`src/rtl/lc3b_fetch_unit_if.sv`:
```
// lc3b_fetch_unit_if
//   Bundles the fetch stage's redirect input, instruction-memory read port
//   and the valid/ready instruction hand-off toward the IR/decode stage.
//   master : the fetch unit (drives mem_read/mem_address and instr_*)
//   slave  : the environment (memory, branch/redirect logic, decode stage)
interface lc3b_fetch_unit_if;
  logic        redirect;
  logic [15:0] redirect_pc;
  logic        mem_read;
  logic [15:0] mem_address;
  logic        mem_resp;
  logic [15:0] mem_rdata;
  logic        instr_valid;
  logic [15:0] instr;
  logic [15:0] instr_pc;
  logic        instr_ready;

  modport master (
    input  redirect, redirect_pc, mem_resp, mem_rdata, instr_ready,
    output mem_read, mem_address, instr_valid, instr, instr_pc
  );

  modport slave (
    output redirect, redirect_pc, mem_resp, mem_rdata, instr_ready,
    input  mem_read, mem_address, instr_valid, instr, instr_pc
  );
endinterface

```
`src/rtl/lc3b_fetch_unit.sv`:
```
// lc3b_fetch_unit
//   LC-3b instruction fetch stage. Owns the fetch PC, issues single
//   outstanding word reads, buffers returned words tagged with their PC in
//   an in-order queue of DEPTH entries, and presents the queue head to the
//   IR/decode stage. A redirect flushes the queue and restarts fetch; a read
//   still in flight at that moment is completed and its data dropped.
// Ports:
//   clk   - rising-edge clock
//   rst_n - asynchronous active-low reset
//   bus   - lc3b_fetch_unit_if.master: redirect/redirect_pc, mem_read,
//           mem_address, mem_resp, mem_rdata, instr_valid, instr, instr_pc,
//           instr_ready
module lc3b_fetch_unit #(
  parameter int unsigned DEPTH    = 2,
  parameter logic [15:0] RESET_PC = 16'h0000
) (
  input logic                clk,
  input logic                rst_n,
  lc3b_fetch_unit_if.master  bus
);

  localparam int unsigned PW = (DEPTH > 1) ? $clog2(DEPTH) : 1;
  localparam int unsigned CW = PW + 1;
  localparam logic [CW-1:0] FULL = CW'(DEPTH);

  typedef enum logic {
    FETCH   = 1'b0,
    DISCARD = 1'b1
  } state_t;

  state_t        r_state, w_state_nxt;
  logic [15:0]   r_fetch_pc, w_fetch_pc_nxt;
  logic          r_mem_read, w_mem_read_nxt;
  logic [15:0]   r_mem_addr, w_mem_addr_nxt;
  logic [CW-1:0] r_count, w_count_nxt;
  logic [PW-1:0] r_head, r_tail;
  logic [15:0]   r_q_instr [DEPTH];
  logic [15:0]   r_q_pc    [DEPTH];

  logic w_resp;
  logic w_push;
  logic w_pop;

  always_comb begin
    w_resp = r_mem_read & bus.mem_resp;
    // Redirect wins over both a same-cycle push and a same-cycle pop.
    w_push = (r_state == FETCH) & w_resp & ~bus.redirect;
    w_pop  = (r_count != '0) & bus.instr_ready & ~bus.redirect;

    w_state_nxt    = r_state;
    w_fetch_pc_nxt = r_fetch_pc;
    w_count_nxt    = r_count;
    w_mem_read_nxt = r_mem_read;
    w_mem_addr_nxt = r_mem_addr;

    if (bus.redirect) begin
      w_count_nxt    = '0;
      w_fetch_pc_nxt = bus.redirect_pc & 16'hFFFE;
      // An unanswered read must still complete before a new one may start.
      w_state_nxt    = (r_mem_read && !bus.mem_resp) ? DISCARD : FETCH;
    end else begin
      case (r_state)
        FETCH:   if (w_push) w_fetch_pc_nxt = r_fetch_pc + 16'd2;
        DISCARD: if (w_resp) w_state_nxt = FETCH;
        default: w_state_nxt = FETCH;
      endcase
      if (w_push && !w_pop)      w_count_nxt = r_count + CW'(1);
      else if (w_pop && !w_push) w_count_nxt = r_count - CW'(1);
    end

    // Request generation looks at next-cycle state so a new read can follow
    // a response back-to-back; an unanswered read holds its address.
    if (!(r_mem_read && !bus.mem_resp)) begin
      if (w_state_nxt == FETCH && w_count_nxt < FULL) begin
        w_mem_read_nxt = 1'b1;
        w_mem_addr_nxt = w_fetch_pc_nxt;
      end else begin
        w_mem_read_nxt = 1'b0;
      end
    end
  end

  always_ff @(posedge clk or negedge rst_n) begin
    if (!rst_n) begin
      r_state    <= FETCH;
      r_fetch_pc <= RESET_PC;
      r_mem_read <= 1'b0;
      r_mem_addr <= RESET_PC;
      r_count    <= '0;
    end else begin
      r_state    <= w_state_nxt;
      r_fetch_pc <= w_fetch_pc_nxt;
      r_mem_read <= w_mem_read_nxt;
      r_mem_addr <= w_mem_addr_nxt;
      r_count    <= w_count_nxt;
    end
  end

  always_ff @(posedge clk or negedge rst_n) begin
    if (!rst_n) begin
      r_head <= '0;
      r_tail <= '0;
      for (int unsigned i = 0; i < DEPTH; i++) begin
        r_q_instr[i] <= '0;
        r_q_pc[i]    <= '0;
      end
    end else if (bus.redirect) begin
      r_head <= r_tail;
    end else begin
      if (w_push) begin
        r_q_instr[r_tail] <= bus.mem_rdata;
        r_q_pc[r_tail]    <= r_fetch_pc;
        r_tail            <= r_tail + PW'(1);
      end
      if (w_pop) r_head <= r_head + PW'(1);
    end
  end

  assign bus.mem_read    = r_mem_read;
  assign bus.mem_address = r_mem_addr;
  assign bus.instr_valid = (r_count != '0);
  assign bus.instr       = r_q_instr[r_head];
  assign bus.instr_pc    = r_q_pc[r_head];

endmodule

```
`src/flat_wrapper.sv`:
```
// flat-port wrapper written by rule: the top's interface ports become plain ports
module lc3b_fetch_unit_flat 
#(
  parameter int unsigned DEPTH    = 2,
  parameter logic [15:0] RESET_PC = 16'h0000
)
  (clk, rst_n, bus_redirect, bus_redirect_pc, bus_mem_resp, bus_mem_rdata, bus_instr_ready, bus_mem_read, bus_mem_address, bus_instr_valid, bus_instr, bus_instr_pc);
  lc3b_fetch_unit_if bus_i ();
  input logic clk;
  input logic rst_n;
  input wire logic [$bits(bus_i.redirect)-1:0] bus_redirect;
  input wire logic [$bits(bus_i.redirect_pc)-1:0] bus_redirect_pc;
  input wire logic [$bits(bus_i.mem_resp)-1:0] bus_mem_resp;
  input wire logic [$bits(bus_i.mem_rdata)-1:0] bus_mem_rdata;
  input wire logic [$bits(bus_i.instr_ready)-1:0] bus_instr_ready;
  output wire logic [$bits(bus_i.mem_read)-1:0] bus_mem_read;
  output wire logic [$bits(bus_i.mem_address)-1:0] bus_mem_address;
  output wire logic [$bits(bus_i.instr_valid)-1:0] bus_instr_valid;
  output wire logic [$bits(bus_i.instr)-1:0] bus_instr;
  output wire logic [$bits(bus_i.instr_pc)-1:0] bus_instr_pc;
  assign bus_i.redirect = bus_redirect;
  assign bus_i.redirect_pc = bus_redirect_pc;
  assign bus_i.mem_resp = bus_mem_resp;
  assign bus_i.mem_rdata = bus_mem_rdata;
  assign bus_i.instr_ready = bus_instr_ready;
  assign bus_mem_read = bus_i.mem_read;
  assign bus_mem_address = bus_i.mem_address;
  assign bus_instr_valid = bus_i.instr_valid;
  assign bus_instr = bus_i.instr;
  assign bus_instr_pc = bus_i.instr_pc;
  lc3b_fetch_unit #(.DEPTH(DEPTH), .RESET_PC(RESET_PC)) u_core (.clk(clk), .rst_n(rst_n), .bus(bus_i));
endmodule
```
`config.mk`:
```
export PLATFORM = sky130hd
export DESIGN_NAME = lc3b_fetch_unit_flat
export DESIGN_NICKNAME = d
export VERILOG_FILES = /design/src/rtl/lc3b_fetch_unit_if.sv /design/src/rtl/lc3b_fetch_unit.sv /design/src/flat_wrapper.sv
export SDC_FILE = /design/constraint.sdc
export NUM_CORES = 1
export LEC_CHECK = 0
export ABC_AREA = 0
export BUFFER_PORTS_ARGS = -buffer_cell sky130_fd_sc_hd__buf_4
export CAP_MARGIN = 20
export CORE_MARGIN = 2
export CORE_UTILIZATION = 50
export CTS_BUF_LIST = sky130_fd_sc_hd__clkbuf_16
export CTS_CLUSTER_SIZE = 10
export DETAILED_ROUTE_END_ITERATION = 8
export HOLD_SLACK_MARGIN = 0.03
export PLACE_DENSITY = 0.73
export RECOVER_POWER = 50
export SYNTH_ARGS = -nofsm -noshare
export SYNTH_HDL_FRONTEND = slang
export SYNTH_SLANG_ARGS = --single-unit
```
`constraint.sdc`:
```
create_clock -name clk -period 2.55 [get_ports clk]
set_input_delay 0 -clock clk [delete_from_list [all_inputs] [get_ports clk]]
set_output_delay 0 -clock clk [all_outputs]
set_load 0.1 [all_outputs]
```
# After elaboration in Yosys (flattened, before gate mapping)
# Cells that the tools add are included.
dict set report classes {
  addsub 5
  magnitude_cmp 4
  n_mux 23
  bitwise 11
  reduce_logical 12
}
# op count
set ops {}
lappend ops {{$mux 16} 10}
lappend ops {{$bwmux 32} 2}
lappend ops {{$add 16x2->16 const B} 1}
lappend ops {{$demux 16 s1} 1}
lappend ops {{$mux 1} 7}
lappend ops {{$mux 2} 3}
lappend ops {{$and 1x1->1} 5}
lappend ops {{$logic_and 1x1->1} 5}
lappend ops {{$ge 2x2->1 const B} 2}
lappend ops {{$not 1->1} 4}
lappend ops {{$not 1->2} 2}
lappend ops {{$reduce_and 2->1} 2}
lappend ops {{$reduce_bool 2->1} 2}
lappend ops {{$logic_not 1->1} 3}
lappend ops {{$add 1x1->1 const B} 2}
lappend ops {{$add 2x1->2 const B} 1}
lappend ops {{$lt 2x1->1 const B} 1}
lappend ops {{$lt 2x2->1 const B} 1}
lappend ops {{$sub 2x1->2 const B} 1}
dict set report word_totals {
  reg_bits 102
  inputBits 37
  output_inout_bits 50
  wordCells 66
}

# Depth between registers and ports, before layout
# Gate-level depths: netlist (run 1).
dict set report logic_depth {
  depth_word 11
  mapped_depth 10
  depth_no_buf 7
}

# Least setup slack after synthesis (run 1)
# No wires, ideal clock.
dict set report synth_path {
  kind {reg2reg}
  startpoint {reg u_core.r_mem_read, in the netlist u_core.bus.mem_read}
  endpoint {reg u_core.r_mem_addr[0], in the netlist u_core.bus.mem_address[0]}
  arrival_time_ps 2298
  required_time_ps 2422
  setup_slack_ps 124
  path_stages_with_launch 8
  path_buffers 3
  period_less_slack_ps 2426
  cell_sequence {dfrtp_1 -> buf_4 -> nand3b_1 -> a211oi_1 -> and3b_1 -> buf_6 -> buf_6 -> mux2_1}
}
dict set report synth_via {
  elab_chain_len 11
  elab_cells_between_ends 22
}
# element line_no
set synth_lines {}
lappend synth_lines {{start: declaration} lc3b_fetch_unit.sv:33} ;# logic r_mem_read, w_mem_read_nxt;
lappend synth_lines {{start signal: assignment} lc3b_fetch_unit.sv:93} ;# r_mem_read <= w_mem_read_nxt;
lappend synth_lines {{$and 1x1->1} lc3b_fetch_unit.sv:45} ;# w_resp = r_mem_read & bus.mem_resp;
lappend synth_lines {{$and 1x1->1 (2 in a row)} lc3b_fetch_unit.sv:47} ;# w_push = (r_state == FETCH) & w_resp & ~bus.redirect;
lappend synth_lines {{$logic_not 1->1} lc3b_fetch_unit.sv:68} ;# else if (w_pop && !w_push) w_count_nxt = r_count - CW'(1);
lappend synth_lines {{$logic_and 1x1->1} lc3b_fetch_unit.sv:68}
lappend synth_lines {{$mux 2} lc3b_fetch_unit.sv:68}
lappend synth_lines {{$mux 2} lc3b_fetch_unit.sv:67} ;# if (w_push && !w_pop) w_count_nxt = r_count + CW'(1);
lappend synth_lines {{$mux 2} lc3b_fetch_unit.sv:56} ;# if (bus.redirect) begin
lappend synth_lines {{$lt 2x2->1} lc3b_fetch_unit.sv:74} ;# if (w_state_nxt == FETCH && w_count_nxt < FULL) begin
lappend synth_lines {{$logic_and 1x1->1} lc3b_fetch_unit.sv:74}
lappend synth_lines {{$reduce_and 2->1 (no line)} -}
lappend synth_lines {{end signal: assignment} lc3b_fetch_unit.sv:94} ;# r_mem_addr <= w_mem_addr_nxt;
lappend synth_lines {{end: declaration} lc3b_fetch_unit.sv:34} ;# logic [15:0] r_mem_addr, w_mem_addr_nxt;
# Parallel ways exist; a longest one is shown, timed or not.
# A chain may end at the register's enable or synchronous reset.

# Final worst setup path (run 1)
dict set report layout_path {
  startpoint {reg u_core.r_count[0]}
  endpoint {reg u_core.r_mem_addr[10], in the netlist u_core.bus.mem_address[10]}
}
dict set report layout_via {
  elab_chain_len 10
  elab_cells_between_ends 14
}
# element line_no
set layout_lines {}
lappend layout_lines {{start: declaration} lc3b_fetch_unit.sv:35} ;# logic [CW-1:0] r_count, w_count_nxt;
lappend layout_lines {{start signal: assignment} lc3b_fetch_unit.sv:95} ;# r_count <= w_count_nxt;
lappend layout_lines {{$reduce_bool 2->1} lc3b_fetch_unit.sv:48} ;# w_pop = (r_count != '0) & bus.instr_ready & ~bus.redirect;
lappend layout_lines {{$and 1x1->1 (2 in a row)} lc3b_fetch_unit.sv:48}
lappend layout_lines {{$logic_and 1x1->1 / $logic_not 1->1 (equally long branches)} {lc3b_fetch_unit.sv:68, lc3b_fetch_unit.sv:67}}
lappend layout_lines {{$mux 2 / $logic_and 1x1->1 (equally long branches)} {lc3b_fetch_unit.sv:68, lc3b_fetch_unit.sv:67}}
lappend layout_lines {{$mux 2 *} lc3b_fetch_unit.sv:67}
lappend layout_lines {{$mux 2 *} lc3b_fetch_unit.sv:56}
lappend layout_lines {{$lt 2x2->1 *} lc3b_fetch_unit.sv:74}
lappend layout_lines {{$logic_and 1x1->1 *} lc3b_fetch_unit.sv:74}
lappend layout_lines {{$reduce_and 2->1 (no line) *} -}
# Mark *: on every way between the ends. The rest lies on a longest branch, timed or not.

==> summary.txt, run 1 <==
Global route
  – First-pass GRT wire length: 15600 µm
  – GRT overflow: 0
  – Global-route track usage on met1: 0.265
  – Initial antenna violation count: 0
  – Largest net degree at the start of global routing: 50
  – GR peak layer: met2
  – GRT met2 Usage: 0.335
  – Total Routing Usage GR: 0.199
  – Met3 Usage GRT: 0.0348
  – Vias in the first global route: 3298

Clocking
  – CTS max path bufs: 2
  – Clock sink total: 102
  – CTS tree: yes
  – Worst-Skew Late Latency: 0.33 ns
  – H-tree depth: 3
  – Worst-path clk slew: 0.07 ns
  – CTS Root Cell: clkbuf_16
  – Total CTS buffers: 9
  – Resized Gates After CTS: 0

Layout
  – # diodes: 0
  – Design area: 0.00588 mm²
  – Layout cells sized above 1: 0.417
  – Nets@finish: 495
  – Final core occ: 0.645
  – Fillers: 726
  – Syn-to-layout area delta: 27.6%

Route
  – ANT nets after route: 0
  – Via count: 3065
  – 1st-iter DRT viols: 72
  – Total wire length: 9270 µm
  – First-pass iteration count of the detailed router: 4
  – Detailed-route DRC error count: 0
  – Drt via density: 5.37
  – WL/cell: 16.2 µm

STA
  – Hold WS: 0.0219 ns
  – Final period utilization: 0.892
  – Slew HR: 0.212
  – Setup violations, final: 0
  – Fmax: 0.440 GHz
  – Endpoints failing hold: 0
  – Clock Skews: 0.00840 ns
  – Tmin final: 2.27 ns
  – Fin. max-slew vios: 0
  – Fin Setup TNS: 0 ns
  – Unrepaired setup endpoints after global routing: no
  – Measured slew at the worst slew-check pin: 1.18 ns

Placement
  – Dpl cell area: 0.00533 mm²
  – DP HPWL: 6230 µm
  – Final Wtd Congestion: 0.831
  – Port buffer count: 85

Synthesis
  – Number of synthesized flops with an enable pin: 0
  – Yosys cell types: 38
  – Multiplexer share of the synthesized area: 0.282
  – XOR/XNOR Fraction of Synth Area: 0.0266
  – Post-synthesis compound-gate area fraction: 0.0329
  – Area fraction of the dominant cell type after synthesis: 0.554
  – YS warnings: 0
  – Async S/R FF share, synth: 1.00
  – Mapped Cells: 342
  – Syn_area_per_cell: 13.5 µm²
  – Ys flop type: dfrtp_1
  – Biggest area consumer among synthesized cells: dfrtp_1
  – Seq/Total Area, Yosys: 0.554
  – Synth cell count leaders: 102 x dfrtp_1, 102 x mux2_2, 17 x nand2_1, 13 x o21ai_0, 10 x mux2_1
  – Largest family of logic cells by synthesized area: multiplexers
  – Post-Synth Adder-Cell Area: 0.00543
  – Synth Area in Simple Gates: 0.0673
  – Synthesized cell area: 0.00461 mm²
  – Syn_nets: 381
  – Synth area leaders: dfrtp_1 55%, mux2_2 25%, mux2_1 2.4%
  – Yosys reg bits: 102

Min path
  – Hold Crit Depth: 3
  – Min-delay src: bus_redirect_pc[14]
  – Min-Delay Path Class: in2reg

Worst setup path
  – CP Max Fanout: 16
  – Register-to-register setup slack: 0.28 ns
  – Reg2reg path depth: 8
  – Startpoint types: flip-flop
  – WP data required: 2.76 ns
  – Kind of critical path: reg2reg
  – Crit path DAT: 2.49 ns
  – CP startpoint: u_core.r_count[0]
  – Reg2reg start: u_core.r_count[0]
  – Crit end category: flip-flop

Die
  – Die X-Extent: 100 µm
  – Io pins: 87
  – Floorplan core area: 0.00911 mm²
  – Num rows: 35
  – Initial core utilization: 0.506
  – Die ar.: 0.0100 mm²
  – Chip Height: 100 µm

Run status
  – Outcome: finished, final reports clean

Flow run
  – Max Cap Violations: 0
## per-layer routing
layer  part of all wire  vias up  routed length (µm)
met5                  0        -                   0
met4              0.015        0                 138
met3              0.041       10                 380
met2               0.48       79                4460
met1               0.46     1532                4300
li1                   -     1444                   -
## critical path: stages (launching register included)
cell,delay [ns]
dfrtp_1,0.37
inv_1,0.05
ha_1,0.20
nor2b_1,0.11
buf_4,0.15
mux2i_1,0.09
o21ai_0,0.08
and3b_1,0.69
mux2_2,0.41
## flip-flops by register name, indices dropped and copies added, names as in the netlist
| register | flops |
|---|---|
| u_core.bus.mem_address | 16 |
| u_core.bus.mem_read | 1 |
| u_core.r_count | 2 |
| u_core.r_fetch_pc | 16 |
| u_core.r_head | 1 |
| u_core.r_q_instr | 32 |
| u_core.r_q_pc | 32 |
| u_core.r_state | 1 |
| u_core.r_tail | 1 |
## cells by family (layout without fill, tap and decap cells)
group | after synthesis | after routing
fa+ha+maj | 2 | 2
flops | 102 | 102
mux | 116 | 116
buf+inv | 26 | 144
xor+xnor | 14 | 14
compound gates | 24 | 24
simple gates | 58 | 58
## layout by cell type, fill, tap and decap left out, types with 3 or more instances in the layout
cell type / instances
a211oi_1: 3
buf_4: 69
clkbuf_1: 19
clkbuf_16: 9
clkbuf_2: 3
dfrtp_1: 102
dlygate4sd3_1: 32
inv_1: 7
mux2_1: 10
mux2_2: 102
mux2i_1: 4
nand2_1: 17
nand3_1: 8
nand4_1: 5
nor2_1: 8
nor2b_1: 3
nor4_1: 4
o21ai_0: 13
xnor2_1: 9
xor2_1: 5
## stage by stage
stage | worst slack [ns] | cells
2_1_floorplan | 0.124 | 342
3_3_place_gp | 0.314 | 524
3_5_place_dp | 0.245 | 524
4_1_cts | 0.224 | 571
5_1_grt | 0.0496 | 571
6_report | 0.276 | 571
## what timing repair did
| action | in CTS | in global routing |
|---|---|---|
| hold endpoints to repair | 96 | 0 |
| hold buffers | 32 | 0 |
| setup buffers | 0 | 0 |
## final timing paths
kind	endpoint
worst max-delay path	u_core.bus.mem_address[10]
worst min-delay path	u_core.r_fetch_pc[14]
worst max register to register	u_core.bus.mem_address[10]
worst min register to register	u_core.bus.mem_address[4]
max in group asynchronous	u_core.r_fetch_pc[15]
min in group asynchronous	u_core.r_q_instr[1]
## final cells by class
| cell class | count | area, µm² | share of cell area |
|---|---|---|---|
| timing repair buffer | 124 | 945 | 0.161 |
| sequential | 102 | 2550 | 0.434 |
| tap | 111 | 139 | 0.0236 |
| multi-input combinational | 214 | 1920 | 0.326 |
| clock inverter | 6 | 80.1 | 0.0136 |
| clock buffer | 9 | 225 | 0.0383 |
| inverter | 5 | 18.8 | 0.00319 |
Power of run 1 is not shown: default switching activity piles up to over one toggle a cycle in this logic, so the estimate is an artifact.
==> run 2, diff against run 1 <==
--- a/config.mk
+++ b/config.mk
@@ -6,7 +6,7 @@
 export NUM_CORES = 1
 export LEC_CHECK = 0
 export ABC_AREA = 0
-export BUFFER_PORTS_ARGS = -buffer_cell sky130_fd_sc_hd__buf_4
+export BUFFER_PORTS_ARGS = -buffer_cell sky130_fd_sc_hd__buf_2
 export CAP_MARGIN = 20
 export CORE_MARGIN = 2
 export CORE_UTILIZATION = 50
@@ -14,7 +14,7 @@
 export CTS_CLUSTER_SIZE = 10
 export DETAILED_ROUTE_END_ITERATION = 8
 export HOLD_SLACK_MARGIN = 0.03
-export PLACE_DENSITY = 0.73
+export PLACE_DENSITY_LB_ADDON = 0.12
 export RECOVER_POWER = 50
 export SYNTH_ARGS = -nofsm -noshare
 export SYNTH_HDL_FRONTEND = slang
==> run 2 against run 1 <==
Core utilization fell by 2.1 points. The run now ends with max-capacitance violations, max-slew violations left. Largest cell class unchanged. Global-route usage shrank 1.6 points. Die area is the same. Non-clock buffer count unchanged.
==> summary.txt, run 2 (synthesized netlist as in run 1, its figures left out) <==
STA
  – Hold WS: 0.0395 ns (+0.0176 ns)
  – Tmin final: 2.22 ns (-0.0512 ns)
  – Measured slew at the worst slew-check pin: 1.65 ns (+0.471 ns)
  – Endpoints failing hold: 0 (unchanged)
  – Fmax: 0.450 GHz (+2.3%)
  – Unrepaired setup endpoints after global routing: no
  – Clock Skews: 0.00756 ns (-0.000845 ns)
  – Setup violations, final: 0 (unchanged)
  – Fin. max-slew vios: 32 (+32)
  – Fin Setup TNS: 0 ns (unchanged)
  – Slew HR: -0.102 (-0.314)
  – Final period utilization: 0.872 (-0.0201)

Global route
  – Vias in the first global route: 2943 (-11%)
  – GRT overflow: 0 (unchanged)
  – Met3 Usage GRT: 0.0320 (-0.00279)
  – Total Routing Usage GR: 0.183 (-0.0159)
  – Initial antenna violation count: 0 (unchanged)
  – GRT met2 Usage: 0.291 (-0.0442)
  – Largest net degree at the start of global routing: 73 (+46%)
  – First-pass GRT wire length: 14200 µm (-8.7%)
  – GR peak layer: met2
  – Global-route track usage on met1: 0.250 (-0.0148)

Route
  – ANT nets after route: 0 (unchanged)
  – 1st-iter DRT viols: 83 (+15%)
  – Via count: 3001 (-2.1%)
  – WL/cell: 15.5 µm (-4.8%)
  – Total wire length: 8840 µm (-4.6%)
  – First-pass iteration count of the detailed router: 4 (unchanged)
  – Detailed-route DRC error count: 0 (unchanged)
  – Drt via density: 5.25 (-2.3%)

Run status
  – Failing checks: max-capacitance violations, max-slew violations
  – Outcome: finished, violations left

Clocking
  – Total CTS buffers: 9 (unchanged)
  – Resized Gates After CTS: 0 (unchanged)
  – H-tree depth: 3 (unchanged)
  – Worst-Skew Late Latency: 0.34 ns (about the same)
  – CTS tree: yes
  – CTS max path bufs: 2 (unchanged)
  – CTS Root Cell: clkbuf_16
  – Worst-path clk slew: 0.07 ns (about the same)
  – Hold buffers post-CTS: 32 (unchanged)
  – Post-CTS setup buffer count: 0 (unchanged)
  – Clock sink total: 102 (unchanged)

Die
  – Initial core utilization: 0.506 (unchanged)
  – Num rows: 35 (unchanged)
  – Chip Height: 100 µm (unchanged)
  – Floorplan core area: 0.00911 mm² (unchanged)
  – Die ar.: 0.0100 mm² (unchanged)
  – Die X-Extent: 100 µm (unchanged)
  – Io pins: 87 (unchanged)

Layout
  – Commonest non-fill, non-tap cells in the layout: 102 x mux2_2, 102 x dfrtp_1, 67 x buf_2
  – Nets@finish: 495 (unchanged)
  – Syn-to-layout area delta: 23.3%
  – Final core occ: 0.624 (-0.0214)
  – # diodes: 0 (unchanged)
  – Fillers: 734 (+1.1%)
  – Layout cells sized above 1: 0.421 (+0.00343)
  – Regs by FF count: u_core.r_q_instr x32, u_core.r_q_pc x32

Placement
  – Port buffer count: 85 (unchanged)
  – DP HPWL: 5840 µm (-6.4%)
  – Final Wtd Congestion: 0.880 (+5.8%)

Worst setup path
  – CP Max Fanout: 16 (unchanged)
  – CP startpoint: u_core.r_count[1]
  – Kind of critical path: reg2reg
  – Crit Reg-Reg Endpoint: u_core.bus.mem_address[9]
  – Crit end category: flip-flop
  – Reg2reg start: u_core.r_count[1]
  – Startpoint types: flip-flop
  – Reg2reg path depth: 8 (unchanged)
  – WP data required: 2.77 ns (about the same)
  – Register-to-register setup slack: 0.33 ns (+0.05 ns)
  – Crit path DAT: 2.44 ns (-0.05 ns)

Min path
  – Hold Crit Depth: 3 (unchanged)
  – Min-delay src: bus_redirect_pc[14]
  – Min-Delay Path Class: in2reg
  – Hold Path End: u_core.r_fetch_pc[14]

Flow run
  – Max Cap Violations: 1 (+1)
-- run 2: worst max-delay path by stage --
stage / slack [ns] / depth (start not counted) / endpoint
final: 0.33 / 8 / u_core.bus.mem_address[9]
after global routing: 0.12 / 8 / u_core.bus.mem_address[5]
after CTS: 0.30 / 8 / u_core.bus.mem_address[10]
after detailed placement: 0.32 / 8 / u_core.bus.mem_address[14]
after global placement: 0.36 / 8 / u_core.bus.mem_address[9]
after floorplan: 0.12 / 7 / u_core.bus.mem_address[0]
-- run 2: per-stage QoR --
stage,area [µm²],worst slack [ns],std cells
finish,5680,0.327,572
global route,5680,0.124,572
CTS,5720,0.303,572
detailed placement,5130,0.323,524
global placement,5130,0.361,524
floorplan,4610,0.124,342
-- run 2: worst max-delay path: stages (launching register included) --
cell and delay, ns:
dfrtp_1 0.37, inv_1 0.06, ha_1 0.19, nor2b_1 0.11, buf_4 0.15, mux2i_1 0.09
o21ai_0 0.07, and3b_1 0.64, mux2_2 0.40
-- run 2: cell type report --
| class | instances | area [µm²] | share of cell area |
|---|---|---|---|
| Timing Repair Buffer | 124 | 788 | 0.139 |
| Clock inverter | 7 | 41.3 | 0.00727 |
| Clock buffer | 9 | 225 | 0.0396 |
| Tap cell | 111 | 139 | 0.0244 |
| Multi-Input combinational cell | 214 | 1920 | 0.338 |
| Sequential cell | 102 | 2550 | 0.449 |
| Inverter | 5 | 18.8 | 0.00330 |
-- run 2: per-layer routing --
layer,up-vias,routed length (µm)
li1,1449,-
met5,-,0
met2,74,4210
met3,11,351
met4,0,154
met1,1467,4130
Power of run 2 is left out for the same reason.
==> run 3, diff against run 2 <==
--- a/config.mk
+++ b/config.mk
@@ -16,6 +16,7 @@
 export HOLD_SLACK_MARGIN = 0.03
 export PLACE_DENSITY_LB_ADDON = 0.12
 export RECOVER_POWER = 50
+export SETUP_SLACK_MARGIN = 0.4
 export SYNTH_ARGS = -nofsm -noshare
 export SYNTH_HDL_FRONTEND = slang
 export SYNTH_SLANG_ARGS = --single-unit
==> run 3 against run 2 <==
The run now ends clean. Critical path type unchanged. Highest routed layer unchanged. Fmax increased by 6.6%. Hold slack got worse by 0.012 ns. Critical endpoint is now u_core.bus.mem_address[1]. Core utilization increased by 0.055 points. Sequential share of layout area is essentially flat. Via count grew 1.4%. Register-to-register slack improved by 0.14 ns.
==> summary.txt, run 3 (synthesized netlist as in run 1, its figures left out) <==
Run status
  – Outcome: finished, final reports clean

Layout
  – # diodes: 0 (unchanged)
  – Design area: 0.00569 mm² (about the same)
  – Multi-input logic area: 0.00192 mm² (+0.20%)
  – Layout cells sized above 1: 0.422 (+0.000915)
  – Commonest non-fill, non-tap cells in the layout: 102 x mux2_2, 102 x dfrtp_1, 66 x buf_2
  – Syn-to-layout area delta: 23.4% (about the same)
  – Final core occ: 0.624 (about the same)
  – Fillers: 762 (+3.8%)
  – Nets@finish: 496 (+0.20%)
  – Register area: 0.00255 mm² (unchanged)
  – Regs by FF count: u_core.r_q_instr x32, u_core.r_q_pc x32
  – Non-Filler Instances: 571 (-0.17%)

Die
  – Die ar.: 0.0100 mm² (unchanged)
  – Num rows: 35 (unchanged)
  – Chip Height: 100 µm (unchanged)
  – Initial core utilization: 0.506 (unchanged)
  – Floorplan core area: 0.00911 mm² (unchanged)
  – Die X-Extent: 100 µm (unchanged)
  – Io pins: 87 (unchanged)

Route
  – First-pass iteration count of the detailed router: 4 (unchanged)
  – Drt via density: 5.33 (+1.6%)
  – Via count: 3043 (+1.4%)
  – Total wire length: 9240 µm (+4.5%)
  – WL/cell: 16.2 µm (+4.7%)
  – ANT nets after route: 0 (unchanged)
  – Detailed-route DRC error count: 0 (unchanged)
  – 1st-iter DRT viols: 67 (-19%)

STA
  – Slew HR: 0.220 (+0.322)
  – Fmax: 0.479 GHz (+6.6%)
  – Measured slew at the worst slew-check pin: 1.18 ns (-0.478 ns)
  – Fin Setup TNS: 0 ns (unchanged)
  – Clock Skews: 0.00845 ns (+0.000887 ns)
  – Fin. max-slew vios: 0 (-100%)
  – Setup violations, final: 0 (unchanged)
  – Tmin final: 2.09 ns (-0.137 ns)
  – Endpoints failing hold: 0 (unchanged)
  – Final period utilization: 0.818 (-0.0536)
  – Unrepaired setup endpoints after global routing: no

Worst setup path
  – Reg2reg start: u_core.r_count[0]
  – Reg2reg path depth: 7 (-1)
  – Kind of critical path: reg2reg
  – Register-to-register setup slack: 0.46 ns (+0.14 ns)
  – CP Max Fanout: 16 (unchanged)
  – Startpoint types: flip-flop
  – Crit path DAT: 2.30 ns (-0.14 ns)
  – Crit Reg-Reg Endpoint: u_core.bus.mem_address[1]
  – Crit end category: flip-flop
  – WP data required: 2.77 ns (about the same)

Placement
  – Port buffer count: 85 (unchanged)
  – DP HPWL: 5900 µm (+1.1%)
  – Dpl cell area: 0.00513 mm² (about the same)
  – Final Wtd Congestion: 0.823 (-6.5%)
  – Placed insts: 525 (+0.19%)

Clocking
  – Worst-path clk slew: 0.07 ns (about the same)
  – H-tree depth: 3 (unchanged)
  – Clock sink total: 102 (unchanged)
  – CTS max path bufs: 2 (unchanged)
  – CTS tree: yes
  – Total CTS buffers: 9 (unchanged)
  – Worst-Skew Late Latency: 0.34 ns (about the same)
  – CTS Root Cell: clkbuf_16

Global route
  – Vias in the first global route: 3091 (+5.0%)
  – Largest net degree at the start of global routing: 58 (-21%)
  – First-pass GRT wire length: 15100 µm (+6.1%)
  – GRT overflow: 0 (unchanged)
  – Initial antenna violation count: 0 (unchanged)
  – Total Routing Usage GR: 0.193 (+0.0103)

Min path
  – Min-Delay Path Class: in2reg
  – Hold Crit Depth: 3 (unchanged)
  – Hold Path End: u_core.r_fetch_pc[14]
  – Min-delay src: bus_redirect_pc[14]

Flow run
  – Max Cap Violations: 0 (-1)
[run 3: final cells by class]
cell class,instances,share of cell area
flip-flops and latches,102,0.449
clock buffers,9,0.0396
multi-input cells,214,0.338
inverters,5,0.00330
repair buffers,125,0.137
clock inverters,5,0.00902
well taps,111,0.0244
[run 3: critical path, cell delays in order (launching register included)]
cell	delay, ns
dfrtp_1	0.37
inv_1	0.05
ha_1	0.21
nor2b_1	0.28
nor2_1	0.07
a211oi_1	0.30
and3b_4	0.34
mux2_1	0.34
[run 3: how the worst max path moves through the flow]
stage	start	end	slack [ns]	cells past startpoint
after floorplan	u_core.bus.mem_read	u_core.bus.mem_address[0]	0.41	7
after global placement	u_core.r_count[0]	u_core.bus.mem_address[9]	0.27	7
after detailed placement	u_core.r_count[0]	u_core.bus.mem_address[9]	0.18	7
after CTS	u_core.r_count[0]	u_core.bus.mem_address[1]	0.49	7
after global routing	rst_n	u_core.r_q_pc[21]	0.31	3
final	u_core.r_count[0]	u_core.bus.mem_address[1]	0.46	7
[run 3: what timing repair did]
item	4_1_cts	5_1_grt
endpoints found under the hold margin	95	0
gates resized for setup	2	1
pin swaps	0	0
endpoints found under the setup margin	16	16
hold buffers	32	0
setup buffers	0	0
[run 3: per-stage QoR]
stage	hold WS, ns	worst slack [ns]
3_3_place_gp	0.0422	0.274
3_5_place_dp	0.0490	0.175
6_report	0.0272	0.464
4_1_cts	0.0312	0.495
2_1_floorplan	-0.296	0.411
5_1_grt	0.0396	0.310
[run 3: layer usage]
metal,global-route usage,routed length (µm),up-vias
met5,0,0,-
met4,0.0685,130,0
met3,0.0334,318,12
met2,0.325,4480,70
met1,0.255,4310,1510
li1,-,-,1451
Power of run 3 is left out for the same reason.
